===== config.mk =====
export PLATFORM = sky130hd
export DESIGN_NAME = bcd_to_unsigned
export DESIGN_NICKNAME = d
export VERILOG_FILES = /design/src/rtl/bcd_to_unsigned.sv
export SDC_FILE = /design/constraint.sdc
export NUM_CORES = 1
export LEC_CHECK = 0
export CORE_MARGIN = 2
export CORE_UTILIZATION = 40
export CTS_CLUSTER_SIZE = 8
export DETAILED_ROUTE_END_ITERATION = 12
export HOLD_SLACK_MARGIN = 0.12
export PLACE_DENSITY_LB_ADDON = 0.25
export SLEW_MARGIN = 25
export SYNTH_ARGS = -nofsm -noshare
export SYNTH_HDL_FRONTEND = slang
export SYNTH_SLANG_ARGS = --single-unit

===== constraint.sdc =====
create_clock -name clk -period 5.4 [get_ports clk]
set_input_delay 1.62 -clock clk [delete_from_list [all_inputs] [get_ports clk]]
set_output_delay 1.62 -clock clk [all_outputs]
set_load 0.01 [all_outputs]

===== src/rtl/bcd_to_unsigned.sv =====
// Sequential reverse double-dabble: 8-digit packed BCD in, 32-bit unsigned out.
// Optional per-digit validity check enabled by BCD_TO_UNSIGNED_DIGIT_CHECK_EN.
module bcd_to_unsigned (
  input  logic        clk,
  input  logic        reset,
  input  logic        trigger,
  input  logic [31:0] bcd,
  output logic        idle,
  output logic        done,
  output logic [31:0] bin
`ifdef BCD_TO_UNSIGNED_DIGIT_CHECK_EN
  ,
  output logic        invalid
`endif
);

  localparam int COUNTER_MAX = 32;
  localparam int DIGITS      = 8;

  typedef enum logic [1:0] {
    S_IDLE,
    S_SHIFT,
    S_SUB3
  } state_t;

  state_t      state_q, state_d;
  logic [31:0] bcd_sr_q, bcd_sr_d;
  logic [31:0] bin_sr_q, bin_sr_d;
  logic [5:0]  counter_q, counter_d;
  logic [31:0] bin_q, bin_d;
  logic        done_q, done_d;
  logic [63:0] shifted;

`ifdef BCD_TO_UNSIGNED_DIGIT_CHECK_EN
  logic        flag_q, flag_d;
  logic        invalid_q, invalid_d;
`endif

  assign shifted = {bcd_sr_q, bin_sr_q} >> 1;

  always_comb begin
    state_d   = state_q;
    bcd_sr_d  = bcd_sr_q;
    bin_sr_d  = bin_sr_q;
    counter_d = counter_q;
    bin_d     = bin_q;
    done_d    = 1'b0;
`ifdef BCD_TO_UNSIGNED_DIGIT_CHECK_EN
    flag_d    = flag_q;
    invalid_d = invalid_q;
`endif

    case (state_q)
      S_IDLE: begin
        counter_d = 6'd1;
        if (trigger) begin
          bcd_sr_d = bcd;
          bin_sr_d = 32'd0;
          state_d  = S_SHIFT;
`ifdef BCD_TO_UNSIGNED_DIGIT_CHECK_EN
          flag_d = 1'b0;
          for (int i = 0; i < DIGITS; i++) begin
            if (bcd[4*i +: 4] > 4'd9) flag_d = 1'b1;
          end
`endif
        end
      end

      S_SHIFT: begin
        {bcd_sr_d, bin_sr_d} = shifted;
        counter_d = counter_q + 6'd1;
        if (counter_q == 6'(COUNTER_MAX)) begin
          bin_d   = shifted[31:0];
          done_d  = 1'b1;
          state_d = S_IDLE;
`ifdef BCD_TO_UNSIGNED_DIGIT_CHECK_EN
          if (flag_q) begin
            bin_d     = 32'd0;
            invalid_d = 1'b1;
          end else begin
            invalid_d = 1'b0;
          end
`endif
        end else begin
          state_d = S_SUB3;
        end
      end

      S_SUB3: begin
        // A digit >= 8 after the shift carried a half-ten in; remove the extra 3.
        for (int i = 0; i < DIGITS; i++) begin
          if (bcd_sr_q[4*i+3]) bcd_sr_d[4*i +: 4] = bcd_sr_q[4*i +: 4] - 4'd3;
        end
        state_d = S_SHIFT;
      end

      default: state_d = S_IDLE;
    endcase
  end

  always_ff @(posedge clk) begin
    if (reset) begin
      state_q   <= S_IDLE;
      bcd_sr_q  <= 32'd0;
      bin_sr_q  <= 32'd0;
      counter_q <= 6'd0;
      bin_q     <= 32'd0;
      done_q    <= 1'b0;
`ifdef BCD_TO_UNSIGNED_DIGIT_CHECK_EN
      flag_q    <= 1'b0;
      invalid_q <= 1'b0;
`endif
    end else begin
      state_q   <= state_d;
      bcd_sr_q  <= bcd_sr_d;
      bin_sr_q  <= bin_sr_d;
      counter_q <= counter_d;
      bin_q     <= bin_d;
      done_q    <= done_d;
`ifdef BCD_TO_UNSIGNED_DIGIT_CHECK_EN
      flag_q    <= flag_d;
      invalid_q <= invalid_d;
`endif
    end
  end

  assign idle = (state_q == S_IDLE);
  assign done = done_q;
  assign bin  = bin_q;
`ifdef BCD_TO_UNSIGNED_DIGIT_CHECK_EN
  assign invalid = invalid_q;
`endif

endmodule


==> summary.md, run 1 <==
| Metric | Value |
|---|---|
| M1 wire length | `5460 um` |
| CTS tree | `built` |
| Worst reg2reg path endpoint | `bin_sr_q[3]` |
| Met3 WL | `569 um` |
| Number of global-route vias before repair | `4088` |
| P&R area growth vs syn | `19.7%` |
| Main synth FF type | `dfxtp_1` |
| Die Span X | `115 um` |
| Number of flops mapped to enable cells by yosys | `0` |
| Residual DRC | `0` |
| Count of cell types in the netlist | `49` |
| Number of routed nets with antenna violations | `0` |
| Fmax | `0.303 GHz` |
| Async SR Flop Fraction | `0` |
| Initial antenna violation count | `0` |
| Hold Crit Class | `register to register` |
| Insertion delay to the later sink of the worst-skew pair | `0.35 ns` |
| Fraction of layout cells with a size suffix above 1 | `0.0675` |
| Worst-case clock buffer depth | `2` |
| WL met2 | `5360 um` |
| Ant. Diodes | `0` |
| Post-synthesis net count | `647` |
| RSZ-0062 raised after global routing | `false` |
| Largest net degree at the start of global routing | `55` |
| Hold Path Stages | `2` |
| Crit Path Class | `register to primary output` |
| Hold_sp | `bin[8]` |
| Io pins | `69` |
| DR top layer | `met4` |
| Die Y | `115 um` |
| Global-route wire length before repair | `19500 um` |
| Core Area | `12000 um2` |
| Crit path DAT | `1.68 ns` |
| Slowest CP cell | `clkdlybuf4s50_1` |
| I/O Buffers | `68` |
| Post-synth top area share | `0.423` |
| Worst R2R Setup Slack | `2.75 ns` |
| Slew Viols, Final | `0` |
| Worst reg-to-reg path cell count | `7` |
| Hold Violations, Final | `0` |
| Critical path's largest stage delay | `0.58 ns` |
| Hold EP | `bin[8]` |
| Grt ovf | `0` |
| Root Driver | `clkbuf_16` |
| Syn Area/Cell | `8.23 um2` |
| Cell taking the most area after synthesis | `dfxtp_1` |
| Synth Register Bits | `104` |
| DR iter-0 viols | `319` |
| Hold buffer count at cts | `0` |
| Synthesized area | `4920 um2` |
| DR vias | `4345` |
| Leakage power total | `2.08 nW` |
| GP Congestion | `0.830` |
| Post-DP HPWL | `7380 um` |
| Ranking of synthesized cells by area | `dfxtp_1, nand2_1, a21oi_1` |
| CP Capture Type | `primary output` |
| H-Tree Depth | `3` |
| Starting Density | `0.410` |
| Setup bufs post-CTS | `0` |
| Row count | `40` |
| Gate Count Post-Synth | `598` |
| Cts bufs inserted | `9` |
| Seq/Total Area, Yosys | `0.423` |
| Least-Margin Pin Slew | `0.945 ns` |
| Commonest cells in the netlist | `dfxtp_1, nand2_1, nor2_1` |
| Clock Skews | `0.0109 ns` |
| Post-cts resize count | `0` |
| CP Launch Type | `register` |
| VDD IR max | `0.000180 V` |
| Status | `complete, no violations` |
| First-pass iteration count of the detailed router | `5` |
| Crit path cell chain | `inv_1, ha_2, clkdlybuf4s50_1` |
| Period minus WS final | `3.30 ns` |
| Period utilization | `0.611` |
| Count leader, synth | `dfxtp_1` |
| Fillers | `1154` |
| Die area | `13200 um2` |
| WP data required | `3.78 ns` |
| WL final | `11500 um` |
| Clk sink count | `104` |
| Final setup TNS | `0 ns` |
| Synth warn | `0` |
| Clock slew seen by the registers of the worst setup and hold paths | `0.07 ns` |
| GRT Resource Usage Total | `0.182` |
| Placed inst area | `5580 um2` |
| Vias per cell | `5.54` |
| Post-DR wirelength/cell | `14.7 um` |
| Max_cap viols | `0` |
| Crit-path max FO | `9` |
| Design area | `5890 um2` |
| Nets | `681` |
| FF-to-FF Start | `state_q[1]` |
| Finish-stage setup viols | `0` |
| Pwr Density | `313 nW/um2` |
| Worst slew margin | `0.370` |
kinds of logic after synthesis:
kind of cell,Yosys count,synth area share
fa+ha+maj,14,0.0356
flops,104,0.423
simple gates,248,0.243
mux,15,0.0305
buf+inv,63,0.0618
compound gates,154,0.206
where the power goes:
group	total (mW)	switching (mW)	leakage (nW)	internal [mW]
logic	0.312	0.179	1.09	0.133
registers	0.859	0.0533	0.845	0.806
clock network	0.672	0.305	0.146	0.367
critical path: cells and delay by family (launching register included):
family / cells / cell delay, ns
buf+inv: 2 / 0.68
fa+ha+maj: 1 / 0.30
flops: 1 / 0.35
stage by stage:
step | hold slack, ns | setup WS (ns) | utilization | std cells | power [mW]
6_report | 0.454 | 2.10 | 0.490 | 784 | 1.84
3_5_place_dp | 0.447 | 1.89 | 0.465 | 768 | 1.19
3_3_place_gp | 0.446 | 1.71 | 0.464 | 768 | 1.17
5_1_grt | 0.472 | 2.03 | 0.490 | 784 | 1.93
2_1_floorplan | 0.432 | 2.94 | - | 598 | 1.10
4_1_cts | 0.458 | 1.97 | 0.490 | 784 | 1.86
registers in the layout (all words and copies together) (netlist names):
signal     flops
bcd_sr_q      32
state_q        2
bin_sr_q      31
done           1
counter_q      6
bin           32
routing by layer:
layer / up-vias / global-route usage
met5: - / 0
met1: 2061 / 0.239
met4: 0 / 0.0546
li1: 2181 / -
met3: 9 / 0.0527
met2: 94 / 0.292
worst max path at each step:
| stage | from | end | slack, ns | depth (start not counted) |
|---|---|---|---|---|
| after floorplan | trigger | bcd_sr_q[11] | 2.94 | 6 |
| after global placement | trigger | bin_sr_q[31] | 1.71 | 5 |
| after detailed placement | reset | bcd_sr_q[30] | 1.89 | 5 |
| after CTS | state_q[0] | idle | 1.97 | 3 |
| after global routing | state_q[0] | idle | 2.03 | 3 |
| final | state_q[0] | idle | 2.10 | 3 |
area by class of cell:
cell class / count / area, um2 / share of cell area
Clock buffer: 10 / 229 / 0.0389
Clock inverter: 6 / 75.1 / 0.0127
Inverter: 13 / 48.8 / 0.00829
Multi-Input combinational cell: 431 / 2550 / 0.434
Sequential cell: 104 / 2080 / 0.354
Tap cell: 147 / 184 / 0.0312
Timing Repair Buffer: 73 / 716 / 0.122
placed cells by master (no fill, tap or decap), types with 3 or more instances in the layout:
cell and count:
nand2b_1 4, nand3_1 23, nor3_2 7, inv_1 13, dfxtp_1 104, o21ai_0 11
nand4_1 4, a22oi_1 32, nor2_1 72, nand2_1 92, a31oi_1 17, a21o_1 4
a21bo_2 3, a32oi_1 7, ha_1 13, o211ai_1 8, nand3b_1 9, clkbuf_16 9
a21oi_1 57, nor2b_1 10, mux2i_1 14, buf_4 6, clkdlybuf4s50_1 67, nor3_1 4
nor4b_1 3, or4_1 8, o21a_1 3
(Power assumes the default switching activity.)
==> inputs of run 2 (changes only) <==
==> constraint.sdc (replaced) <==
create_clock -name clk -period 3 [get_ports clk]
set_input_delay 0.9 -clock clk [delete_from_list [all_inputs] [get_ports clk]]
set_output_delay 0.9 -clock clk [all_outputs]
set_load 0.01 [all_outputs]
==> run 2 against run 1 <==
  * Core utilization is 0.27 points higher
  * Critical path depth unchanged
  * Power up 75%
  * Highest routed layer unchanged
  * Sequential share of layout area down 0.19 points
  * Largest power group unchanged
  * Flip-flop and latch count stayed put
  * Sequential power is 80% higher
  * Largest cell class unchanged
==> summary.md, run 2 (synthesis results as in run 1) <==
| Metric | Value |
|---|---|
| Post-cts resize count | `0 (unchanged)` |
| Die area | `13200 um2 (unchanged)` |
| Final setup TNS | `0 ns (unchanged)` |
| Crit path DAT | `1.81 ns (+0.13 ns)` |
| Placed inst area | `5640 um2 (+1.1%)` |
| Least-Margin Pin Slew | `0.997 ns (+0.0513 ns)` |
| CTS tree | `built` |
| H-Tree Depth | `3 (unchanged)` |
| Pwr Density | `545 nW/um2 (+74%)` |
| Post-DP HPWL | `7630 um (+3.3%)` |
| Number of global-route vias before repair | `4300 (+5.2%)` |
| Global-route wire length before repair | `19700 um (+0.85%)` |
| Clock Skews | `0.00927 ns (-0.00165 ns)` |
| Worst slew margin | `0.336 (-0.0342)` |
| Clock slew seen by the registers of the worst setup and hold paths | `0.07 ns (about the same)` |
| VDD IR max | `0.000282 V (+57%)` |
| Worst R2R Setup Slack | `0.77 ns (-1.98 ns)` |
| WP data required | `2.10 ns (-1.68 ns)` |
| Hold Violations, Final | `0 (unchanged)` |
| Row count | `40 (unchanged)` |
| Fillers | `1168 (+1.2%)` |
| Period minus WS final | `2.71 ns` |
| Nets | `687 (+0.88%)` |
| I/O Buffers | `68 (unchanged)` |
| Residual DRC | `0 (unchanged)` |
| Starting Density | `0.410 (unchanged)` |
| Vias per cell | `5.60 (+0.98%)` |
| Die Y | `115 um (unchanged)` |
| Finish-stage setup viols | `0 (unchanged)` |
| Hold Crit Class | `register to register` |
| Post-DR wirelength/cell | `14.8 um (+1.1%)` |
| Clk sink count | `104 (unchanged)` |
| P&R area growth vs syn | `20.3%` |
| GP Congestion | `0.821 (-1.2%)` |
| Worst-case clock buffer depth | `2 (unchanged)` |
| Insertion delay to the later sink of the worst-skew pair | `0.33 ns (-0.02 ns)` |
| DR vias | `4421 (+1.7%)` |
| Die Span X | `115 um (unchanged)` |
| Number of routed nets with antenna violations | `0 (unchanged)` |
| Root Driver | `clkbuf_16` |
| Crit Path Class | `register to primary output` |
| Crit-path max FO | `9 (unchanged)` |
| Period utilization | `0.904` |
| Design area | `5920 um2 (+0.55%)` |
| Fraction of layout cells with a size suffix above 1 | `0.0731 (+0.00559)` |
| Grt ovf | `0 (unchanged)` |
| Io pins | `69 (unchanged)` |
| GRT Resource Usage Total | `0.180 (-0.00219)` |
| Most common cell after layout, fill and taps aside | `dfxtp_1` |
| Status | `complete, no violations` |
| Max_cap viols | `0 (unchanged)` |
| Ant. Diodes | `0 (unchanged)` |
| Largest net degree at the start of global routing | `95 (+73%)` |
| CP Capture Type | `primary output` |
| First-pass iteration count of the detailed router | `5 (unchanged)` |
| CP Launch Type | `register` |
| Cts bufs inserted | `9 (unchanged)` |
| Slew Viols, Final | `0 (unchanged)` |
| Fmax | `0.369 GHz` |
| Initial antenna violation count | `0 (unchanged)` |
| DR iter-0 viols | `310 (-2.8%)` |
| Setup bufs post-CTS | `0 (unchanged)` |
| Most frequent cells in the layout | `dfxtp_1, nand2_1, nor2_1, clkdlybuf4s50_1, a21oi_1` |
| Hold buffer count at cts | `0 (unchanged)` |
| Core Area | `12000 um2 (unchanged)` |
| Leakage power total | `2.11 nW (+1.5%)` |
| WL final | `11700 um (+1.9%)` |
| RSZ-0062 raised after global routing | `false` |
[run 2: metrics by stage]
stage	instances	power [mW]	util	hold WS (ns)	setup WS [ns]
2_1_floorplan	598	1.98	-	0.432	1.25
3_3_place_gp	774	2.13	0.469	0.446	0.524
3_5_place_dp	774	2.15	0.469	0.446	0.452
4_1_cts	790	3.25	0.493	0.456	0.291
5_1_grt	790	3.39	0.493	0.476	0.189
6_report	790	3.23	0.493	0.454	0.288
[run 2: area by class of cell]
type	instances	area, um2	area share
clock buffers	10	239	0.0404
clock inverters	6	43.8	0.00739
inverters	13	48.8	0.00824
multi-input cells	431	2540	0.429
flip-flops and latches	104	2080	0.352
well taps	147	184	0.0311
repair buffers	79	783	0.132
[run 2: worst max-delay path: stages, from the launching register on]
cell	delay, ns
dfxtp_1	0.34
inv_1	0.09
ha_1	0.39
clkdlybuf4s50_1	0.66
[run 2: path summary, 6_finish.rpt]
kind	end	depth (start not counted)	from
min	bin[12]	2	bin[12]
max reg2reg	bcd_sr_q[6]	7	state_q[0]
max	idle	3	state_q[0]
min reg2reg	bin[12]	2	bin[12]
[run 2: power breakdown]
| group | internal [mW] | switching (mW) | leakage [nW] |
|---|---|---|---|
| sequential | 1.45 | 0.0983 | 0.845 |
| clock | 0.589 | 0.513 | 0.139 |
| combinational | 0.250 | 0.327 | 1.13 |
| total | 2.29 | 0.938 | 2.11 |
[run 2: routing by layer]
| metal | part of all wire | global-route usage | vias up |
|---|---|---|---|
| met1 | 0.47 | 0.224 | 2120 |
| met3 | 0.040 | 0.0348 | 16 |
| met2 | 0.48 | 0.311 | 93 |
| li1 | - | - | 2192 |
| met4 | 0.015 | 0.0635 | 0 |
| met5 | 0 | 0 | - |
==> inputs of run 3 (changes only) <==
--- a/config.mk
+++ b/config.mk
@@ -6,7 +6,7 @@
 export NUM_CORES = 1
 export LEC_CHECK = 0
 export CORE_MARGIN = 2
-export CORE_UTILIZATION = 40
+export CORE_UTILIZATION = 35
 export CTS_CLUSTER_SIZE = 8
 export DETAILED_ROUTE_END_ITERATION = 12
 export HOLD_SLACK_MARGIN = 0.12
==> run 3 against run 2 <==
  * Clock skew grew 0.0041 ns
  * Global-route usage down 1.4 points
  * First-iteration DRC count down 6.1%
  * Count of clock-buffer cells in the layout decreased by 1
  * Power increased by 1.5%
  * Clock power rose by 5%
  * Largest cell class unchanged
==> summary.md, run 3 (synthesis results as in run 1) <==
| Metric | Value |
|---|---|
| I/O Buffers | `68 (unchanged)` |
| Worst reg2reg path endpoint | `bcd_sr_q[6]` |
| Crit-path max FO | `4 (-5)` |
| Ant. Diodes | `0 (unchanged)` |
| Reg power frac | `0.472 (-0.008)` |
| Source of the critical timing path | `state_q[0]` |
| Dpl cells | `810 (+4.7%)` |
| Most frequent cells in the layout | `dfxtp_1, nand2_1, nor2_1, clkdlybuf4s50_1, a21oi_1` |
| Finished Core Util | `0.433 (-0.0599)` |
| Max_cap viols | `0 (unchanged)` |
| Post-DR wirelength/cell | `13.9 um (-6.0%)` |
| Number of global-route vias before repair | `4145 (-3.6%)` |
| Status | `complete, no violations` |
| DR vias | `4328 (-2.1%)` |
| Starting Density | `0.356 (-0.0538)` |
| GRT Resource Usage Total | `0.166 (-0.0143)` |
| RSZ-0062 raised after global routing | `false` |
| Clock Skews | `0.0133 ns (+0.00407 ns)` |
| Hold Violations, Final | `0 (unchanged)` |
| Hold buffer count at cts | `0 (unchanged)` |
| DR iter-0 viols | `291 (-6.1%)` |
| Switching pwr | `986 uW (+5.0%)` |
| Worst-case clock buffer depth | `2 (unchanged)` |
| Worst slew margin | `0.350 (+0.0149)` |
| Crit Path Class | `register to primary output` |
| Crit path to | `idle` |
| GP Congestion | `0.775 (-5.5%)` |
| Period minus WS final | `2.46 ns (-0.255 ns)` |
| Most common cell after layout, fill and taps aside | `dfxtp_1` |
| Global-route wire length before repair | `19800 um (+0.77%)` |
| Largest net degree at the start of global routing | `57 (-40%)` |
| Worst reg-to-reg path cell count | `7 (unchanged)` |
| Io pins | `69 (unchanged)` |
| Sw Share | `0.301 (+0.0101)` |
| M2 GR Usage | `0.264 (-0.0470)` |
| Worst R2R Setup Slack | `0.91 ns (+0.14 ns)` |
| Clock Power Share | `0.352 (+0.011)` |
| CP Capture Type | `primary output` |
| Clock slew seen by the registers of the worst setup and hold paths | `0.07 ns (about the same)` |
| Final hold slack | `0.455 ns (+0.000559 ns)` |
| Residual DRC | `0 (unchanged)` |
| WL final | `11500 um (-1.7%)` |
| Insertion delay to the later sink of the worst-skew pair | `0.36 ns (+0.03 ns)` |
| FF-to-FF Start | `state_q[0]` |
| Global Route met3 Usage | `0.0349 (+0.0000595)` |
| Cts bufs inserted | `9 (unchanged)` |
| Least-Margin Pin Slew | `0.974 ns (-0.0223 ns)` |
| Crit path DAT | `1.56 ns (-0.25 ns)` |
| Hold Crit Class | `register to register` |
| P&R area growth vs syn | `21.7%` |
| Grt ovf | `0 (unchanged)` |
| Die Y | `123 um (+6.7%)` |
| Setup bufs post-CTS | `0 (unchanged)` |
| Pwr Density | `547 nW/um2 (+0.38%)` |
| Die Span X | `123 um (+6.7%)` |
| Die area | `15000 um2 (+14%)` |
| Nets | `690 (+0.44%)` |
| Vias per cell | `5.24 (-6.4%)` |
| Cell Int Power | `2.29 mW (about the same)` |
| Post-cts resize count | `0 (unchanged)` |
| H-Tree Depth | `3 (unchanged)` |
| Initial antenna violation count | `0 (unchanged)` |
| VDD IR max | `0.000242 V (-14%)` |
| Clk sink count | `104 (unchanged)` |
| Root Driver | `clkbuf_16` |
| First-pass iteration count of the detailed router | `4 (-1)` |
| Final setup TNS | `0 ns (unchanged)` |
| Logic pwr share | `0.176 (-0.003)` |
| Post-route insts no fill | `826 (+4.6%)` |
| CTS tree | `built` |
| Grt met1 use | `0.218 (-0.00635)` |
| Row count | `43 (+7.5%)` |
| CP Launch Type | `register` |
| Period utilization | `0.819 (-0.0849)` |
| Finish-stage setup viols | `0 (unchanged)` |
| Core Area | `13800 um2 (+15%)` |
| Number of routed nets with antenna violations | `0 (unchanged)` |
| Fraction of layout cells with a size suffix above 1 | `0.0774 (+0.00430)` |
| Fmax | `0.407 GHz (+10%)` |
| Leakage power total | `2.13 nW (+0.65%)` |
| Slew Viols, Final | `0 (unchanged)` |
| Post-DP HPWL | `7770 um (+1.9%)` |
| Busiest layer in global routing | `met2` |
| WP data required | `2.10 ns (about the same)` |
[run 3: changes by cell type in the layout (fill, tap and decap cells not counted)]
cell | before | now
buf_4 | 9 | 13
clkinv_2 | 2 | 0
inv_8 | 0 | 2
buf_12 | 2 | 1
clkbuf_8 | 1 | 0
clkinv_8 | 0 | 1
[run 3: worst max-delay path, cell delays in order, from the launching register on]
cell	delay [ns]
dfxtp_1	0.34
inv_1	0.08
ha_1	0.22
clkdlybuf4s50_1	0.56
[run 3: routing by layer]
layer / wire length, um / share of wire
met4: 196 / 0.017
met5: 0 / 0
met2: 5510 / 0.48
met1: 5310 / 0.46
met3: 499 / 0.043
[run 3: metrics by stage]
step / instance area, um2 / total power, mW / setup slack, ns
after floorplan: 4920 / 1.98 / 1.25
final: 5990 / 3.28 / 0.543
after CTS: 5990 / 3.33 / 0.510
after detailed placement: 5690 / 2.15 / 0.449
after global placement: 5690 / 2.14 / 0.482
after global routing: 5990 / 3.46 / 0.461
[run 3: worst min path at each step]
stage	start	endpoint	slack [ns]	cells past startpoint
final	bin[4]	bin[4]	0.45	2
after global routing	bin[4]	bin[4]	0.47	2
after CTS	bin[1]	bin[1]	0.46	2
after detailed placement	bin[4]	bin[4]	0.45	2
after global placement	bin[18]	bin[18]	0.45	2
after floorplan	bin_sr_q[1]	bin[0]	0.43	2
[run 3: layout make-up]
| class | count | area [um2] |
|---|---|---|
| clock inverters | 7 | 72.6 |
| multi-input cells | 431 | 2540 |
| fillers | 1363 | 7840 |
| repair buffers | 82 | 793 |
| clock buffers | 9 | 225 |
| flip-flops and latches | 104 | 2080 |
| well taps | 180 | 225 |
| inverters | 13 | 48.8 |
[run 3: power by group through the flow]
stage	combinational (mW)	sequential (mW)	clock [mW]
after CTS	0.579	1.55	1.20
after detailed placement	0.577	1.58	0
final	0.577	1.55	1.15
after global routing	0.644	1.56	1.25
after global placement	0.562	1.57	0
after floorplan	0.446	1.54	0
